## src/rtl/mem_arb_pkg.sv

```systemverilog
// -----------------------------------------------------------------------------
// mem_arb_pkg
//   Shared types and constants for the unified-memory arbiter that sits
//   between the MIPS fetch stage, the data-memory stage and a single-port
//   backend memory.
//
//   Contents:
//     - default address/data widths and default ack timeout
//     - arbState_t : arbiter FSM state encoding
//     - OWN_*      : which requester currently owns the backend
//     - state_owner(): maps a state to its owning port
//     - is_busy()    : true while a backend transaction is outstanding
// -----------------------------------------------------------------------------
package mem_arb_pkg;

  localparam int unsigned ADDR_W_DEF      = 32;
  localparam int unsigned DATA_W_DEF      = 32;
  localparam int unsigned ACK_TIMEOUT_DEF = 255;

  typedef enum logic [1:0] {
    IDLE       = 2'd0,
    DM_BUSY    = 2'd1,
    IF_BUSY    = 2'd2,
    IF_DISCARD = 2'd3
  } arbState_t;

  localparam logic [1:0] OWN_NONE = 2'd0;
  localparam logic [1:0] OWN_IF   = 2'd1;
  localparam logic [1:0] OWN_DM   = 2'd2;

  // A discarded fetch still owns the backend: the transaction is never
  // abandoned, only its result is dropped.
  function automatic logic [1:0] state_owner(input arbState_t s);
    logic [1:0] own;
    own = OWN_NONE;
    case (s)
      DM_BUSY:    own = OWN_DM;
      IF_BUSY:    own = OWN_IF;
      IF_DISCARD: own = OWN_IF;
      default:    own = OWN_NONE;
    endcase
    return own;
  endfunction

  function automatic logic is_busy(input arbState_t s);
    return state_owner(s) != OWN_NONE;
  endfunction

endpackage

```

## src/rtl/mem_arbiter_watchdog.sv

```systemverilog
// -----------------------------------------------------------------------------
// ack_watchdog
//   Saturating counter of busy cycles without a backend acknowledge, plus the
//   sticky timeout flag. The flag sets on the edge where the count reaches
//   ACK_TIMEOUT, so it is visible after ACK_TIMEOUT unacknowledged busy cycles.
//   ACK_TIMEOUT = 0 disables the flag entirely.
//
//   Ports:
//     clk      in  : clock, rising edge
//     reset    in  : asynchronous, active-low
//     start_i  in  : a transaction is being issued this cycle (clears count)
//     busy_i   in  : a transaction is outstanding this cycle
//     ack_i    in  : backend acknowledge this cycle
//     err_o    out : sticky timeout flag (registered)
// -----------------------------------------------------------------------------
module ack_watchdog #(
  parameter int unsigned ACK_TIMEOUT = 255
) (
  input  logic clk,
  input  logic reset,
  input  logic start_i,
  input  logic busy_i,
  input  logic ack_i,
  output logic err_o
);

  localparam int unsigned CNT_W = (ACK_TIMEOUT < 2) ? 1 : $clog2(ACK_TIMEOUT + 1);
  localparam logic [CNT_W-1:0] CNT_MAX = CNT_W'(ACK_TIMEOUT);
  localparam logic TMO_EN = (ACK_TIMEOUT != 0);

  logic [CNT_W-1:0] cnt_q, cnt_d;
  logic             err_q, err_d;
  logic             stalled;

  assign stalled = busy_i & ~ack_i & ~start_i;

  always_comb begin
    cnt_d = cnt_q;
    err_d = err_q;
    if (start_i) begin
      cnt_d = '0;
    end else if (stalled && (cnt_q != CNT_MAX)) begin
      cnt_d = cnt_q + 1'b1;
    end
    // Once saturated the count stays at CNT_MAX; the flag is sticky anyway.
    if (TMO_EN && stalled && (cnt_d == CNT_MAX)) begin
      err_d = 1'b1;
    end
  end

  always_ff @(posedge clk or negedge reset) begin
    if (!reset) begin
      cnt_q <= '0;
      err_q <= 1'b0;
    end else begin
      cnt_q <= cnt_d;
      err_q <= err_d;
    end
  end

  assign err_o = err_q;

endmodule

```

## src/rtl/mem_arbiter.sv

```systemverilog
// -----------------------------------------------------------------------------
// mem_arbiter
//   Shares one single-port unified memory between the instruction-fetch port
//   (read-only) and the data-memory stage port (read/write). Requests are
//   serialised onto a req/ack backend; the data port wins ties because it
//   belongs to the older instruction.
//
//   Handshake summary (all ports):
//     A requester raises *Req with stable address/data and holds it until the
//     matching *Valid pulse (the fetch port may also give up via ifKill).
//     *Valid is a one-cycle registered pulse; during that cycle the port is
//     not eligible, so a request still held while the pipeline register
//     advances is not issued twice. The backend sees memReq with stable
//     memWe/memAddr/memWdata until a single-cycle memAck; memRdata is sampled
//     on that edge. memAck outside a transaction is ignored.
//
//   Ports:
//     clk, reset            clock / asynchronous active-low reset
//     ifReq/ifAddr/ifKill   fetch request, address, flush
//     ifRdata/ifValid       fetched word (registered) and completion pulse
//     ifStall               ifReq & ~ifValid (combinational)
//     dmReq/dmWe/dmAddr/dmWdata  data request
//     dmRdata/dmValid       load data (registered) and completion pulse
//     dmStall               dmReq & ~dmValid (combinational)
//     memReq/memWe/memAddr/memWdata  backend request (registered)
//     memAck/memRdata       backend completion and read data
//     memErr                sticky acknowledge-timeout flag
//     dbgState              current FSM state, for observation only
// -----------------------------------------------------------------------------
module mem_arbiter
  import mem_arb_pkg::*;
#(
  parameter int unsigned ADDR_W      = ADDR_W_DEF,
  parameter int unsigned DATA_W      = DATA_W_DEF,
  parameter int unsigned ACK_TIMEOUT = ACK_TIMEOUT_DEF
) (
  input  logic              clk,
  input  logic              reset,
  // fetch port
  input  logic              ifReq,
  input  logic [ADDR_W-1:0] ifAddr,
  input  logic              ifKill,
  output logic [DATA_W-1:0] ifRdata,
  output logic              ifValid,
  output logic              ifStall,
  // data port
  input  logic              dmReq,
  input  logic              dmWe,
  input  logic [ADDR_W-1:0] dmAddr,
  input  logic [DATA_W-1:0] dmWdata,
  output logic [DATA_W-1:0] dmRdata,
  output logic              dmValid,
  output logic              dmStall,
  // backend
  output logic              memReq,
  output logic              memWe,
  output logic [ADDR_W-1:0] memAddr,
  output logic [DATA_W-1:0] memWdata,
  input  logic              memAck,
  input  logic [DATA_W-1:0] memRdata,
  output logic              memErr,
  // observation
  output arbState_t         dbgState
);

  arbState_t         state_q;
  logic              mem_req_q;
  logic              mem_we_q;
  logic [ADDR_W-1:0] mem_addr_q;
  logic [DATA_W-1:0] mem_wdata_q;
  logic [DATA_W-1:0] if_rdata_q;
  logic              if_valid_q;
  logic [DATA_W-1:0] dm_rdata_q;
  logic              dm_valid_q;

  // A port is masked in the cycle its valid pulse is out: its request line is
  // still up for the instruction that is just completing.
  logic dm_elig;
  logic if_elig;
  logic issue;
  logic busy;

  assign dm_elig = dmReq & ~dm_valid_q;
  assign if_elig = ifReq & ~if_valid_q & ~ifKill;
  assign issue   = (state_q == IDLE) & (dm_elig | if_elig);
  assign busy    = is_busy(state_q);

  // ---------------------------------------------------------------------------
  // Arbiter FSM with registered outputs
  // ---------------------------------------------------------------------------
  always_ff @(posedge clk or negedge reset) begin
    if (!reset) begin
      state_q     <= IDLE;
      mem_req_q   <= 1'b0;
      mem_we_q    <= 1'b0;
      mem_addr_q  <= '0;
      mem_wdata_q <= '0;
      if_rdata_q  <= '0;
      if_valid_q  <= 1'b0;
      dm_rdata_q  <= '0;
      dm_valid_q  <= 1'b0;
    end else begin
      // valids are single-cycle pulses
      if_valid_q <= 1'b0;
      dm_valid_q <= 1'b0;

      case (state_q)
        IDLE: begin
          if (dm_elig) begin
            state_q     <= DM_BUSY;
            mem_req_q   <= 1'b1;
            mem_we_q    <= dmWe;
            mem_addr_q  <= dmAddr;
            mem_wdata_q <= dmWdata;
          end else if (if_elig) begin
            state_q    <= IF_BUSY;
            mem_req_q  <= 1'b1;
            mem_we_q   <= 1'b0;
            mem_addr_q <= ifAddr;
          end
        end

        DM_BUSY: begin
          if (memAck) begin
            state_q    <= IDLE;
            mem_req_q  <= 1'b0;
            dm_valid_q <= 1'b1;
            // a store leaves the previous load data in place
            if (!mem_we_q) begin
              dm_rdata_q <= memRdata;
            end
          end
        end

        IF_BUSY: begin
          if (memAck) begin
            state_q   <= IDLE;
            mem_req_q <= 1'b0;
            // a flush arriving together with the ack still drops the word
            if (!ifKill) begin
              if_rdata_q <= memRdata;
              if_valid_q <= 1'b1;
            end
          end else if (ifKill) begin
            // keep memReq up: the backend transaction must run to completion
            state_q <= IF_DISCARD;
          end
        end

        IF_DISCARD: begin
          if (memAck) begin
            state_q   <= IDLE;
            mem_req_q <= 1'b0;
          end
        end

        default: begin
          state_q   <= IDLE;
          mem_req_q <= 1'b0;
        end
      endcase
    end
  end

  // ---------------------------------------------------------------------------
  // Acknowledge timeout
  // ---------------------------------------------------------------------------
  ack_watchdog #(
    .ACK_TIMEOUT(ACK_TIMEOUT)
  ) u_watchdog (
    .clk     (clk),
    .reset   (reset),
    .start_i (issue),
    .busy_i  (busy),
    .ack_i   (memAck),
    .err_o   (memErr)
  );

  // ---------------------------------------------------------------------------
  // Outputs
  // ---------------------------------------------------------------------------
  assign memReq   = mem_req_q;
  assign memWe    = mem_we_q;
  assign memAddr  = mem_addr_q;
  assign memWdata = mem_wdata_q;
  assign ifRdata  = if_rdata_q;
  assign ifValid  = if_valid_q;
  assign dmRdata  = dm_rdata_q;
  assign dmValid  = dm_valid_q;
  assign ifStall  = ifReq & ~if_valid_q;
  assign dmStall  = dmReq & ~dm_valid_q;
  assign dbgState = state_q;

endmodule

```

## config.mk

```make
export PLATFORM = sky130hd
export DESIGN_NAME = mem_arbiter
export DESIGN_NICKNAME = d
export VERILOG_FILES = /design/src/rtl/mem_arb_pkg.sv /design/src/rtl/mem_arbiter_watchdog.sv /design/src/rtl/mem_arbiter.sv
export SDC_FILE = /design/constraint.sdc
export NUM_CORES = 1
export LEC_CHECK = 0
export ABC_AREA = 1
export CAP_MARGIN = 20
export CORE_UTILIZATION = 44
export CTS_BUF_LIST = sky130_fd_sc_hd__clkbuf_4
export CTS_CLUSTER_SIZE = 12
export DETAILED_ROUTE_END_ITERATION = 8
export HOLD_SLACK_MARGIN = 0.1
export PLACE_DENSITY = 0.85
export SYNTH_ARGS = -nofsm -noshare
export SYNTH_HDL_FRONTEND = slang
export SYNTH_SLANG_ARGS = --single-unit
```

## constraint.sdc

```tcl
create_clock -name clk -period 1.7 [get_ports clk]
set_input_delay 0.255 -clock clk [delete_from_list [all_inputs] [get_ports clk]]
set_output_delay 0.255 -clock clk [all_outputs]
set_load 0.01 [all_outputs]
```

# Yosys cells after proc, flatten, opt, wreduce, memory -nomap -nowiden
# Index checks and enable logic that the tools add are counted.
# classes
reduce_logical,14
n_eq_ne,9
n_mux,22
bitwise_logic,13
n_addsub,1
# op_table
operator,n
2-to-1 mux 32 bit,2
2-to-1 mux 8 bit,2
2-to-1 mux 1 bit,10
2-to-1 mux 2 bit,5
AND reduction 3 bit,3
"adder 8 x 1 -> 8 bit, second input constant",1
"equality test 8 bit, second input constant",1
"!= test 8 bit, second input constant",1
bitwise AND 1 bit,6
"!= test 3 bit, second input constant",2
inverter 1 bit,6
case mux 2 bit (3 select lines),1
AND reduction 2 bit,3
"equality test 2 bit, second input constant",2
"!= test 2 x 1 -> 1 bit, second input constant",2
case mux 2 bit (2 select lines),1
nonzero test 2 bit,2
OR reduction 2 bit,2
OR reduction 3 bit,1
"equality test 2 x 1 -> 1 bit, second input constant",1
logical AND 1 bit,2
logical NOT 2 bit,1
case mux 1 bit (2 select lines),1
OR 1 bit,1
# word_totals
reg_bits,143
wordCells,70
out_inout_bits,137
input_bits,135

# Depth between registers and ports, before layout
# depth
depth_word,12
depth_mapped,12
depth_no_buf,12

# Modules after synthesis
# Synthesis repeated with hierarchy kept, for this count alone.
# unflattened
hier_cells,744
area_unflattened_um2,6185.9
# modules_own_cells
module,cells_each,instances,seq_area_each_um2,area_each_um2
mem_arbiter,661,1,3353.2,5574.1
ack_watchdog,83,1,225.2,611.8

# Worst setup path after synthesis
# OpenSTA, ideal clock, no wires.
# synth_path
path_type,flip-flop to flip-flop
from,reg dm_valid_q (netlist: dmValid)
to,reg mem_wdata_q[0] (netlist: memWdata[0])
arrival_time_ns,1.345
setup_ns,0.125
period_less_slack_ns,1.470
stages_incl_launch_ff,7
setup_slack_ns,0.230
t_required_ns,1.575
path_buffers,2
cell_sequence,dfrtp_1 > or2_1 > buf_6 > clkinv_4 > nand2_4 > buf_6 > mux2_4
# synth_via
elab_chain_cells,3
# synth_lines
item,line_no,text
start: declaration,mem_arbiter.sv:74,logic dm_valid_q;
start signal: assignment,mem_arbiter.sv:101,dm_valid_q <= 1'b0;
start signal: assignment,mem_arbiter.sv:105,dm_valid_q <= 1'b0;
start signal: assignment,mem_arbiter.sv:127,dm_valid_q <= 1'b1;
inverter 1 bit,mem_arbiter.sv:83,assign dm_elig = dmReq & ~dm_valid_q;
bitwise AND 1 bit,mem_arbiter.sv:83,
AND reduction 2 bit (no source line),-,
end signal: assignment,mem_arbiter.sv:114,mem_wdata_q <= dmWdata;
end: declaration,mem_arbiter.sv:70,logic [DATA_W-1:0] mem_wdata_q;
# No other way between the ends.
# A chain may end at the register's enable or synchronous reset.

# Worst setup path in the final report
# layout_path
from,reg u_watchdog.cnt_q[0]
to,reg u_watchdog.err_q (netlist: u_watchdog.err_o)
# layout_via
elab_chain_cells,6
word_cells_on_any_way,7
cone_classes,1 x add/sub; 2 x eq/ne; 2 x mux; 2 x reduce/logical
# layout_lines
item,line_no,text
start: declaration,mem_arbiter_watchdog.sv:31,"logic [CNT_W-1:0] cnt_q, cnt_d;"
start signal: assignment,mem_arbiter_watchdog.sv:56,cnt_q <= cnt_d;
branches (longest 2 deep; another with adder 8 x 1 -> 8 bit),-,
2-to-1 mux 8 bit *,mem_arbiter_watchdog.sv:42,end else if (stalled && (cnt_q != CNT_MAX)) begin
2-to-1 mux 8 bit *,mem_arbiter_watchdog.sv:40,if (start_i) begin
equality test 8 bit *,mem_arbiter_watchdog.sv:46,if (TMO_EN && stalled && (cnt_d == CNT_MAX)) begin
logical AND 1 bit *,mem_arbiter_watchdog.sv:46,
end signal: assignment,mem_arbiter_watchdog.sv:57,err_q <= err_d;
end: declaration,mem_arbiter_watchdog.sv:32,"logic err_q, err_d;"
# Every way passes the cells marked *.

==> reports/metrics.csv <==
metric,value,unit
setup_tns,0,ns
report.final.slew_viol_count,0,
post_drt_via_cell_ratio,4.78,
overflow,0,
placedCellCount,1063,
fmax,624,MHz
vdd_drop_max,0.941,mV
skew,0.0191,ns
first_pass_iters,5,
drt_iter0_markers,229,
syn_nets,747,
syn2layout_area_growth,53.2,%
critPathLaunchType,flop,
layout.nets,1048,
drive_above_1_share,17.5,%
track_usage,22.8,%
cts_max_level,4,
clk-insertion-delay-late,0.55,ns
antenna_found_initial,0,
synth_seq_cells,143,
clockBufferDepth,2,
grt_pass1_vias,5206,
outcome,finished clean,
n_antenna_cell,0,
core.rowCount,43,
synth_warnings,0,
synth.avg_cell_area,10.2,um^2
die_h,121,um
setup_viol,0,
cp.arrival,2.09,ns
leakage,4.73,nW
power_density,1610,mW/mm^2
grt_max_degree,65,
clkTransAtPathRegs,0.12,ns
critPathMaxFanout,5,
grt_pass1_wl,25.7,mm
fin_cells,1104,
port_buffers,271,
die_w,121,um
dieArea,0.0146,mm^2
worstMarginPinSlew,0.377,ns
vias,5279,
final_core_util,68.8,%
cp-end-kind,flop,
register_area,0.00358,mm^2
cts_root_buf,clkbuf_4,
synth_cells,611,
multi_input_area,0.00221,mm^2
hold_violations,0,
dp_hpwl,12.0,mm
drc,0,
ys_types,28,
wl,16.4,mm
max_slew_margin,74.9,%
drv_cap,0,
fin_crit_sh,94.3,%
syn_area,0.00621,mm^2
cts_inserted_buffers,17,
ys_seq_area_share,57.6,%
holdCritPathClass,in2async,
start_util,44.9,%
detail_route.wl_per_cell,14.8,um
postRouteAntennaNets,0,
reg2reg_depth,12,
cts_sinks,143,
path_class,reg2reg,
coreArea,0.0138,mm^2
cts_tree,done,
required,2.18,ns
pin_count,272,
fillers,1100,
period_needed,1.60,ns
gp_congestion,0.885,
layer usage:
layer	track usage, %	routed length, um	vias to the layer above
met5	0	0	-
met4	8.80	467	0
met3	8.21	1140	41
met2	37.9	8120	193
met1	27.1	6630	2466
li1	-	-	2579
placed cells by master (no fill, tap or decap), types with 10 or more instances in the layout:
master	count
a31oi_1	32
buf_12	10
buf_4	28
clkbuf_4	19
clkdlybuf4s50_1	133
dfrtp_1	141
dlygate4sd2_1	135
inv_1	48
mux2_4	29
nand2_1	165
nand3_1	10
nor2_1	46
o21ai_1	35
o21ai_2	32
Yosys cell counts:
library cell    n  area share, %
nand3_1        10           0.81
buf_2          11           0.89
nand3b_1        1           0.12
o21ai_0         6           0.48
a21oi_1         6           0.48
a31oi_1        32            3.2
nand2_2         4           0.40
clkinv_4        2           0.28
mux2_4         29            7.0
clkbuf_1        5           0.30
o21ai_2        32            4.5
xnor2_1         1           0.14
nand2_4         2           0.36
ha_1            1           0.20
a21o_1          1           0.12
or2_1           1           0.10
o21ai_1        35            2.8
dfrtp_1       143             58
nor2_2          3           0.30
nor3_2          2           0.32
inv_1          48            2.9
inv_2           6           0.36
nor2_1         46            2.8
buf_6          13            2.4
mux2_2          3           0.54
nor2_8          1           0.32
nor2_4          1           0.18
nand2_1       166             10
where the power goes:
part / total [W] / internal (W) / switching (W)
combinational: 0.00712 / 0.00366 / 0.00346
clock: 0.00240 / 0.00118 / 0.00122
sequential: 0.00577 / 0.00495 / 0.000816
total: 0.0153 / 0.00980 / 0.00550
worst paths after layout:
check	slack, ns	start	end
max	0.1	u_watchdog.cnt_q[0]	u_watchdog.err_o
min	0.17	reset	ifRdata[9]
max reg2reg	0.1	u_watchdog.cnt_q[0]	u_watchdog.err_o
min reg2reg	0.49	u_watchdog.err_o	u_watchdog.err_o
max in group asynchronous	0.95	reset	memAddr[11]
min in group clk	0.26	ifAddr[15]	memAddr[15]
area by class of cell:
cell class / instances / area share [%]
clock buffer: 19 / 1.50
multi-input combinational: 384 / 23.2
inverter: 56 / 2.34
timing repair buffer: 310 / 31.1
sequential: 143 / 37.6
clock inverter: 12 / 1.78
tap: 180 / 2.37
per-stage QoR:
step | instance area (um^2) | setup slack, ns | total power [W] | hold WS [ns]
2_1_floorplan | 6210 | 0.230 | 0.00958 | -0.0406
3_3_place_gp | 9280 | -0.193 | 0.0137 | 0.188
3_5_place_dp | 9280 | -0.258 | 0.0140 | 0.194
4_1_cts | 9460 | 0.0180 | 0.0154 | 0.147
5_1_grt | 9510 | -0.00421 | 0.0163 | 0.159
6_report | 9510 | 0.0973 | 0.0153 | 0.174
cells by family after synthesis:
kind of cell               after synthesis  synth area share [%]
and+or+nand+nor                        237                  15.7
DFF                                    143                  57.6
AOI/OAI and AO/OA                      112                  11.6
buffers and inverters                   85                  7.09
muxes                                   32                  7.56
xor gates and xnor gates                 1                 0.141
adders and majority gates                1                 0.201
registers in the layout, summed over array words and instances (netlist names), 2 cells and up:
name	count
dbgState	2
dmRdata	32
ifRdata	32
memAddr	32
memWdata	32
u_watchdog.cnt_q	8
worst max-delay path: stages, from the launching register on:
cell and delay (ns):
dfrtp_1 0.42, ha_2 0.21, nand2_2 0.11, nor2_4 0.05, nand2_2 0.12, nand2_2 0.11, nand2_1 0.08, nand3_1 0.09
nor2_1 0.11, nand2_1 0.05, nor2_1 0.08, nand2_1 0.06, nand2_1 0.05
what timing repair did:
item / 4_1_cts / 5_1_grt
pin swaps: 0 / 1
gates resized for setup: 145 / 5
setup buffers: 3 / 5
hold endpoints to repair: 143 / 0
gates cloned: 0 / 1
setup endpoints to repair: 137 / 3
hold buffers: 1 / 0
Power figures use the tool's default switching activity.
